<file path="src/rtl/ps2_keyboard_wb_if.sv">
`default_nettype none
//------------------------------------------------------------------------------
// ps2_keyboard_wb_if : level-handshake bus bundle for the PS/2 keyboard slave
// Rev 1.0
//------------------------------------------------------------------------------
interface ps2_keyboard_wb_if;
    logic        STB;
    logic        WE;
    logic [31:0] ADDR;
    logic [31:0] DAT_I;
    logic [31:0] DAT_O;
    logic        ACK;

    modport master (output STB, WE, ADDR, DAT_I, input DAT_O, ACK);
    modport slave  (input STB, WE, ADDR, DAT_I, output DAT_O, ACK);
endinterface
`default_nettype wire

</file>
<file path="src/rtl/ps2_keyboard_wb.sv">
`default_nettype none
//------------------------------------------------------------------------------
// ps2_keyboard_wb : PS/2 receiver + scan-code FIFO behind a level-handshake bus
// Optional: define KBD_PARITY_CHECK_EN to drop frames with bad odd parity.
// Rev 1.0
//------------------------------------------------------------------------------
module ps2_keyboard_wb #(
    parameter int FIFO_AW        = 4,
    parameter int TIMEOUT_CYCLES = 20000
) (
    input  wire logic          clk,
    input  wire logic          rstn,
    input  wire logic          PS2C,
    input  wire logic          PS2D,
    ps2_keyboard_wb_if.slave   bus,
    output logic               INT
);
    localparam int c_DEPTH = 1 << FIFO_AW;
    localparam int c_TW    = $clog2(TIMEOUT_CYCLES + 1);

    typedef enum logic [1:0] {
        S_IDLE   = 2'd0,
        S_DATA   = 2'd1,
        S_PARITY = 2'd2,
        S_STOP   = 2'd3
    } state_t;

    logic              r_c1, r_c2, r_c3, r_d1, r_d2;
    state_t            r_state;
    logic [2:0]        r_bitcnt;
    logic [7:0]        r_shift;
    logic              r_parity;
    logic [c_TW-1:0]   r_timer;
    logic              r_push;
    logic [7:0]        r_push_data;
    logic              r_err_set;

    logic [7:0]        r_mem [c_DEPTH];
    logic [FIFO_AW-1:0] r_wptr, r_rptr;
    logic [FIFO_AW:0]  r_count;
    logic              r_ovf, r_err, r_int_en;

    logic              w_fall, w_par_ok, w_ne, w_full, w_access, w_rd, w_wr;
    logic              w_pop, w_push_ok, w_clr_ovf, w_clr_err;
    logic [1:0]        w_addr;
    logic [31:0]       w_rdata;
    logic              w_unused_bits;

    // r_c3 holds last cycle's synchronised clock so the edge test sees a clean 1->0
    always_ff @(posedge clk) begin
        if (!rstn) begin
            {r_c1, r_c2, r_c3} <= 3'b111;
            {r_d1, r_d2}       <= 2'b11;
        end else begin
            r_c1 <= PS2C;
            r_c2 <= r_c1;
            r_c3 <= r_c2;
            r_d1 <= PS2D;
            r_d2 <= r_d1;
        end
    end

    assign w_fall = r_c3 & ~r_c2;

`ifdef KBD_PARITY_CHECK_EN
    assign w_par_ok = ^{r_shift, r_parity};
`else
    assign w_par_ok = 1'b1;
`endif

    always_ff @(posedge clk) begin
        if (!rstn) begin
            r_state     <= S_IDLE;
            r_bitcnt    <= 3'd0;
            r_shift     <= 8'd0;
            r_parity    <= 1'b0;
            r_timer     <= '0;
            r_push      <= 1'b0;
            r_push_data <= 8'd0;
            r_err_set   <= 1'b0;
        end else begin
            r_push    <= 1'b0;
            r_err_set <= 1'b0;
            if (w_fall || r_state == S_IDLE)
                r_timer <= '0;
            else
                r_timer <= r_timer + c_TW'(1);

            case (r_state)
                S_IDLE: if (w_fall && !r_d2) begin
                    r_state  <= S_DATA;
                    r_bitcnt <= 3'd0;
                end
                S_DATA: if (w_fall) begin
                    r_shift  <= {r_d2, r_shift[7:1]};
                    r_bitcnt <= r_bitcnt + 3'd1;
                    if (r_bitcnt == 3'd7)
                        r_state <= S_PARITY;
                end
                S_PARITY: if (w_fall) begin
                    r_parity <= r_d2;
                    r_state  <= S_STOP;
                end
                default: if (w_fall) begin
                    if (r_d2 && w_par_ok) begin
                        r_push      <= 1'b1;
                        r_push_data <= r_shift;
                    end else begin
                        r_err_set   <= 1'b1;
                    end
                    r_state <= S_IDLE;
                end
            endcase

            if (r_state != S_IDLE && !w_fall && r_timer == c_TW'(TIMEOUT_CYCLES)) begin
                r_state   <= S_IDLE;
                r_err_set <= 1'b1;
            end
        end
    end

    assign w_addr    = bus.ADDR[3:2];
    assign w_access  = bus.STB & ~bus.ACK;
    assign w_rd      = w_access & ~bus.WE;
    assign w_wr      = w_access & bus.WE;
    assign w_ne      = (r_count != '0);
    assign w_full    = (r_count == (FIFO_AW + 1)'(c_DEPTH));
    assign w_pop     = w_rd && (w_addr == 2'd0) && w_ne;
    assign w_push_ok = r_push && (!w_full || w_pop);
    assign w_clr_ovf = w_wr && (w_addr == 2'd1) && bus.DAT_I[2];
    assign w_clr_err = w_wr && (w_addr == 2'd1) && bus.DAT_I[1];

    always_comb begin
        w_rdata = 32'd0;
        case (w_addr)
            2'd0:    if (w_ne) w_rdata = {23'd0, 1'b1, r_mem[r_rptr]};
            2'd1:    w_rdata = 32'({r_count, 5'd0, r_ovf, r_err, w_ne});
            2'd2:    w_rdata = {31'd0, r_int_en};
            default: w_rdata = 32'd0;
        endcase
    end

    always_ff @(posedge clk) begin
        if (w_push_ok)
            r_mem[r_wptr] <= r_push_data;
    end

    always_ff @(posedge clk) begin
        if (!rstn) begin
            r_wptr    <= '0;
            r_rptr    <= '0;
            r_count   <= '0;
            r_ovf     <= 1'b0;
            r_err     <= 1'b0;
            r_int_en  <= 1'b0;
            bus.ACK   <= 1'b0;
            bus.DAT_O <= 32'd0;
            INT       <= 1'b0;
        end else begin
            if (w_push_ok) r_wptr <= r_wptr + 1'b1;
            if (w_pop)     r_rptr <= r_rptr + 1'b1;
            case ({w_push_ok, w_pop})
                2'b10:   r_count <= r_count + 1'b1;
                2'b01:   r_count <= r_count - 1'b1;
                default: r_count <= r_count;
            endcase

            // hardware set takes priority over a simultaneous W1C
            r_ovf <= (r_ovf & ~w_clr_ovf) | (r_push & w_full & ~w_pop);
            r_err <= (r_err & ~w_clr_err) | r_err_set;

            if (w_wr && w_addr == 2'd2)
                r_int_en <= bus.DAT_I[0];

            if (w_access) begin
                bus.ACK <= 1'b1;
                if (!bus.WE)
                    bus.DAT_O <= w_rdata;
            end else if (bus.ACK && !bus.STB) begin
                bus.ACK <= 1'b0;
            end

            INT <= r_int_en & (w_ne | r_ovf);
        end
    end

    assign w_unused_bits = &{1'b0, bus.ADDR[31:4], bus.ADDR[1:0], bus.DAT_I[31:3], bus.DAT_I[0], r_parity};

endmodule
`default_nettype wire
</file>
<file path="src/flat_wrapper.sv">
// flat-port wrapper written by rule: the top's interface ports become plain ports
module ps2_keyboard_wb_flat 
#(
    parameter int FIFO_AW        = 4,
    parameter int TIMEOUT_CYCLES = 20000
)
  (clk, rstn, PS2C, PS2D, INT, bus_STB, bus_WE, bus_ADDR, bus_DAT_I, bus_DAT_O, bus_ACK);
  ps2_keyboard_wb_if bus_i ();
  input  wire logic clk;
  input  wire logic rstn;
  input  wire logic PS2C;
  input  wire logic PS2D;
  output logic INT;
  input wire logic [$bits(bus_i.STB)-1:0] bus_STB;
  input wire logic [$bits(bus_i.WE)-1:0] bus_WE;
  input wire logic [$bits(bus_i.ADDR)-1:0] bus_ADDR;
  input wire logic [$bits(bus_i.DAT_I)-1:0] bus_DAT_I;
  output wire logic [$bits(bus_i.DAT_O)-1:0] bus_DAT_O;
  output wire logic [$bits(bus_i.ACK)-1:0] bus_ACK;
  assign bus_i.STB = bus_STB;
  assign bus_i.WE = bus_WE;
  assign bus_i.ADDR = bus_ADDR;
  assign bus_i.DAT_I = bus_DAT_I;
  assign bus_DAT_O = bus_i.DAT_O;
  assign bus_ACK = bus_i.ACK;
  ps2_keyboard_wb #(.FIFO_AW(FIFO_AW), .TIMEOUT_CYCLES(TIMEOUT_CYCLES)) u_core (.clk(clk), .rstn(rstn), .PS2C(PS2C), .PS2D(PS2D), .bus(bus_i), .INT(INT));
endmodule
</file>
<file path="config.mk">
export PLATFORM = sky130hd
export DESIGN_NAME = ps2_keyboard_wb_flat
export DESIGN_NICKNAME = d
export VERILOG_FILES = /design/src/rtl/ps2_keyboard_wb_if.sv /design/src/rtl/ps2_keyboard_wb.sv /design/src/flat_wrapper.sv
export SDC_FILE = /design/constraint.sdc
export NUM_CORES = 1
export LEC_CHECK = 0
export BUFFER_PORTS_ARGS = -buffer_cell sky130_fd_sc_hd__buf_4
export CORE_MARGIN = 5
export CORE_UTILIZATION = 55
export CTS_CLUSTER_SIZE = 28
export DETAILED_ROUTE_END_ITERATION = 12
export PLACE_DENSITY_LB_ADDON = 0.3
export SYNTH_ARGS = -nofsm -noshare
export SYNTH_HDL_FRONTEND = slang
export SYNTH_SLANG_ARGS = --single-unit
</file>
<file path="constraint.sdc">
create_clock -name clk -period 4.2 [get_ports clk]
set_clock_uncertainty 0.05 [all_clocks]
set_input_delay 0.42 -clock clk [delete_from_list [all_inputs] [get_ports clk]]
set_output_delay 0.42 -clock clk [all_outputs]
set_load 0.05 [all_outputs]
</file>
==> results by stage <==
Worst setup path:
- The cell with the largest stage delay on the worst path is sky130_fd_sc_hd__nor2_1.
- The critical path buffer and inverter count is 1.
- For the worst flop-to-flop path, the logic depth is 6.
- The required time of the worst setup path is 4.25 ns.
- For this run, the slowest stage of the critical path takes 0.77 ns.
- The arrival time reported for the critical path endpoint is between 3 and 4 ns.
- The cell family contributing the most delay on the critical path is simple AND/OR/NAND/NOR gates.
- The critical path goes through inv_1, ha_1, or4b_1, a31oi_1, nand2_1, nor2_1.
- STA classifies the critical path startpoint as a register.
- The type of the worst setup path is register to register.
- The startpoint of the worst register-to-register path is u_core.bus.ACK$_SDFFE_PN0P_.
- The nature of the critical path endpoint is a register.
- The critical-path maximum fanout is 8.
- The endpoint of the most critical register-to-register path is u_core.r_mem[6][7]$_DFFE_PP_.
- The slack of the worst reg-to-reg path is ~0.98 ns.

Pwr:
- Summed over all nets, the switching power comes to 0.000801 W.
- The combinational share of power is 0.027.
- The maximum resistive drop on vdd is 0.214 mV.
- Of the total power, the clock network draws 0.434.
- The internal power of the cells totals 0.00316 W.
- The analysis attributes to cell leakage a power of 3.13 nW.
- The share of total power dissipated in sequential elements is 0.539.
- Power spread over the standard cell area amounts to 419 nW/um^2.
- The net switching fraction of the power is 0.202.

Layout:
- Summing all multi-input logic gate instances after layout gives between 2000 and 3000 um^2.
- The total number of nets in the final design is 741.
- The number of antenna diodes in the final layout is 0.
- From synthesis to final layout, the design area changed by 10.8%.
- The library cells used most frequently in the layout, excluding fill and tap cells, are sky130_fd_sc_hd__edfxtp_1 (128), sky130_fd_sc_hd__dfxtp_1 (78), sky130_fd_sc_hd__nor2_1 (53).
- The commonest non-fill, non-tap cell in the layout is sky130_fd_sc_hd__edfxtp_1.
- Excluding fillers, the count of instances in the completed layout stands at ~860.
- Of the cells placed in the final design, the portion with a size suffix greater than 1 is 0.158.
- With fillers left out, the area of the finished cells amounts to between 9000 and 10000 um^2.
- The sequential cell area in the final layout is 5410 um^2.
- Fill cells in the final layout number 1151.
- The final design utilization is 0.621.

Hold path:
- The hold path depth is 2.
- For hold timing, the worst endpoint is u_core.r_d1$_SDFF_PN1_.
- The worst min-delay path startpoint is PS2D.
- The type of the worst min-delay path is input pin to register.

STA:
- The final worst-path cycle share is 0.767.
- Derived from the worst setup path, the maximum achievable clock frequency is 311 MHz.
- The final worst hold slack is 0.0648 ns.
- The count of endpoints failing hold in the final timing report is 0.
- Setup violations remaining at the end of the flow were counted as 0.
- In this run the tightest slew margin relative to its limit is 0.349.
- The transition time at the pin with the least slew margin is 0.974 ns.
- Setup repair after global routing left no endpoint under its margin.
- The max-slew violation count is 0.
- The final setup TNS is 0 ns.
- The final critical delay including setup and external delays is 3.22 ns.

Routing:
- The routed design has 16400 um of wire.
- After detailed routing, the average wire length per cell comes to 19.1 um.
- Dividing the detail-routed via count by the number of cells gives 5.95.
- Detailed routing inserted a total of 5101 vias.
- The DRC marker count from the first detailed-route iteration is 407.
- The number of detailed-route iterations in the first pass is 5.
- After detailed routing, the number of remaining DRC violations is 0.
- Once detail routing completed, the nets flagged for antenna violations numbered 0.

Global route:
- The first global-routing pass estimated 26700 um of wire.
- For this run, the total global-route usage over all layers was measured as 0.185.
- Entering global routing, the biggest net connects 29 pins.
- The total congestion overflow after global routing is 0.
- The number of antenna violations at the first check in global routing was 0.
- The number of global-route vias before repair was 4908.

Synth:
- The netlist uses between 50 and 60 different library cells.
- The number of enable flip-flop cells after synthesis is between 100 and 150.
- The synthesized area per cell is between 10 and 15 um^2.
- The number of flip-flops and latches in the synthesized netlist is 206.
- The share of the Yosys chip area taken by registers is 0.635.
- Counting flops with an async set or reset pin after synthesis yields a share of 0.
- Synthesis handed over a netlist of 630 instances.
- The synthesized netlist occupies a cell area of between 8000 and 9000 um^2.
- The prevailing post-synth register cell is sky130_fd_sc_hd__edfxtp_1.
- Yosys printed 0 warnings.

Floorplanning:
- The placeable core region is roughly 15000 um^2.
- The initial cell density of the core is 0.560.
- The number of rows created at floorplan is 45.
- The die boundary height is 134 um.
- The die area is 18100 um^2.
- During I/O placement, the number of pins put on the boundary was 104.
- From left edge to right edge, the die measures 134 um.

Clock tree:
- The cts-stage hold buffer count is 0.
- In this run the post-CTS setup repair buffer count came out at 0.
- CTS saw 206 sinks.
- The tree is rooted in a sky130_fd_sc_hd__clkbuf_16.
- The clock transition at the register clock pins on the worst setup and hold paths after CTS is 0.06 ns.
- Once the clock tree was built, the resizer swapped 0 gates to a different size.
- The maximum root-to-sink buffer count is 3.
- The clock insertion delay at the later pin of the skew report is ~0.5 ns.
- CTS built an H-tree with a depth of 1.
- TritonCTS built the clock tree.
- TritonCTS created 21 clock buffers.

Status:
- The flow ran to the end, and the final reports show no timing, DRC or antenna violations.

Place:
- The quantity of I/O buffers inserted on ports is 25.
- Summed over all nets, the half-perimeter wirelength after detailed placement is 10900 um.
- The number of placed instances, taps included is 821.
- The total cell area at the placement stage is slightly below 9000 um^2.
- Routability-driven placement finished with a final weighted congestion of 0.804.

Job:
- The max-cap violation count is 0.
[cell families (layout without fill, tap and decap cells)]
family / Yosys count / in the layout / share of synthesized area
adders and majority gates: 15 / 15 / 0.0220
xor gates and xnor gates: 17 / 17 / 0.0175
and+or+nand+nor: 202 / 202 / 0.119
other: 1 / 19 / 0.000440
muxes: 48 / 48 / 0.103
buffers and inverters: 68 / 90 / 0.0416
DFF: 206 / 206 / 0.635
AOI/OAI and AO/OA: 73 / 73 / 0.0614
[synth_stat cells, types with 4 or more instances]
master	n	share of area
sky130_fd_sc_hd__o21ai_0	5	0.0029
sky130_fd_sc_hd__nor2_1	53	0.023
sky130_fd_sc_hd__buf_2	6	0.0035
sky130_fd_sc_hd__and3_1	4	0.0029
sky130_fd_sc_hd__edfxtp_1	128	0.45
sky130_fd_sc_hd__a22oi_1	14	0.012
sky130_fd_sc_hd__xor2_1	5	0.0051
sky130_fd_sc_hd__ha_1	15	0.022
sky130_fd_sc_hd__or3_1	4	0.0029
sky130_fd_sc_hd__nand2b_1	12	0.0088
sky130_fd_sc_hd__buf_4	20	0.018
sky130_fd_sc_hd__nor3_1	11	0.0065
sky130_fd_sc_hd__nand4_1	10	0.0073
sky130_fd_sc_hd__nand2_1	47	0.021
sky130_fd_sc_hd__xnor2_1	12	0.012
sky130_fd_sc_hd__inv_1	16	0.0071
sky130_fd_sc_hd__clkbuf_1	21	0.0093
sky130_fd_sc_hd__nand3_1	30	0.018
sky130_fd_sc_hd__mux2i_1	16	0.019
sky130_fd_sc_hd__a21oi_1	28	0.016
sky130_fd_sc_hd__mux4_2	31	0.082
sky130_fd_sc_hd__dfxtp_1	78	0.18
sky130_fd_sc_hd__nor4_1	7	0.0051
sky130_fd_sc_hd__nor2b_1	9	0.0066
sky130_fd_sc_hd__a32o_1	5	0.0059
[metal layers]
metal	global-route usage	wire length, um	vias up
met3	0.0338	1040	29
li1	-	-	2370
met5	0	0	-
met4	0.0464	269	0
met1	0.266	7050	2538
met2	0.295	8070	164
[through the flow]
step	power, W	worst slack (ns)
floorplan	0.00228	1.16
global placement	0.00228	0.940
detailed placement	0.00228	0.935
CTS	0.00400	0.968
global route	0.00410	0.759
finish	0.00396	0.980
[power by group through the flow]
| stage | clock network, W | logic (W) | registers (W) |
|---|---|---|---|
| after floorplan | 0 | 0.0000951 | 0.00218 |
| after global placement | 0 | 0.000104 | 0.00218 |
| after detailed placement | 0 | 0.000105 | 0.00218 |
| after CTS | 0.00176 | 0.000105 | 0.00213 |
| after global routing | 0.00185 | 0.000114 | 0.00213 |
| final | 0.00172 | 0.000106 | 0.00213 |
[worst max path at each step]
stage,startpoint,to,depth (start not counted)
2_1_floorplan,u_core.bus.ACK$_SDFFE_PN0P_,u_core.r_mem[0][0]$_DFFE_PP_,7
3_3_place_gp,bus_STB,u_core.r_mem[4][6]$_DFFE_PP_,6
3_5_place_dp,bus_STB,u_core.r_mem[6][3]$_DFFE_PP_,6
4_1_cts,u_core.bus.ACK$_SDFFE_PN0P_,u_core.r_mem[6][5]$_DFFE_PP_,6
5_1_grt,u_core.bus.ACK$_SDFFE_PN0P_,u_core.r_mem[6][7]$_DFFE_PP_,6
6_report,u_core.bus.ACK$_SDFFE_PN0P_,u_core.r_mem[6][7]$_DFFE_PP_,6
[flip-flops by register name, indices dropped and copies added (netlist names), 2 cells and up, named ones only]
| register | flops |
|---|---|
| u_core.r_shift | 8 |
| u_core.bus.DAT_O | 13 |
| u_core.r_count | 5 |
| u_core.r_timer | 15 |
| u_core.r_wptr | 4 |
| u_core.r_state | 2 |
| u_core.r_bitcnt | 3 |
| u_core.r_mem | 128 |
| u_core.r_push_data | 8 |
| u_core.r_rptr | 4 |
[area by class of cell]
type / instances / share of cell area
flip-flops and latches: 206 / 0.573
well taps: 188 / 0.0249
inverters: 16 / 0.00637
multi-input cells: 374 / 0.299
clock inverters: 8 / 0.00703
repair buffers: 37 / 0.0294
clock buffers: 29 / 0.0599
Note: power is estimated with default switching activity, not from simulation.
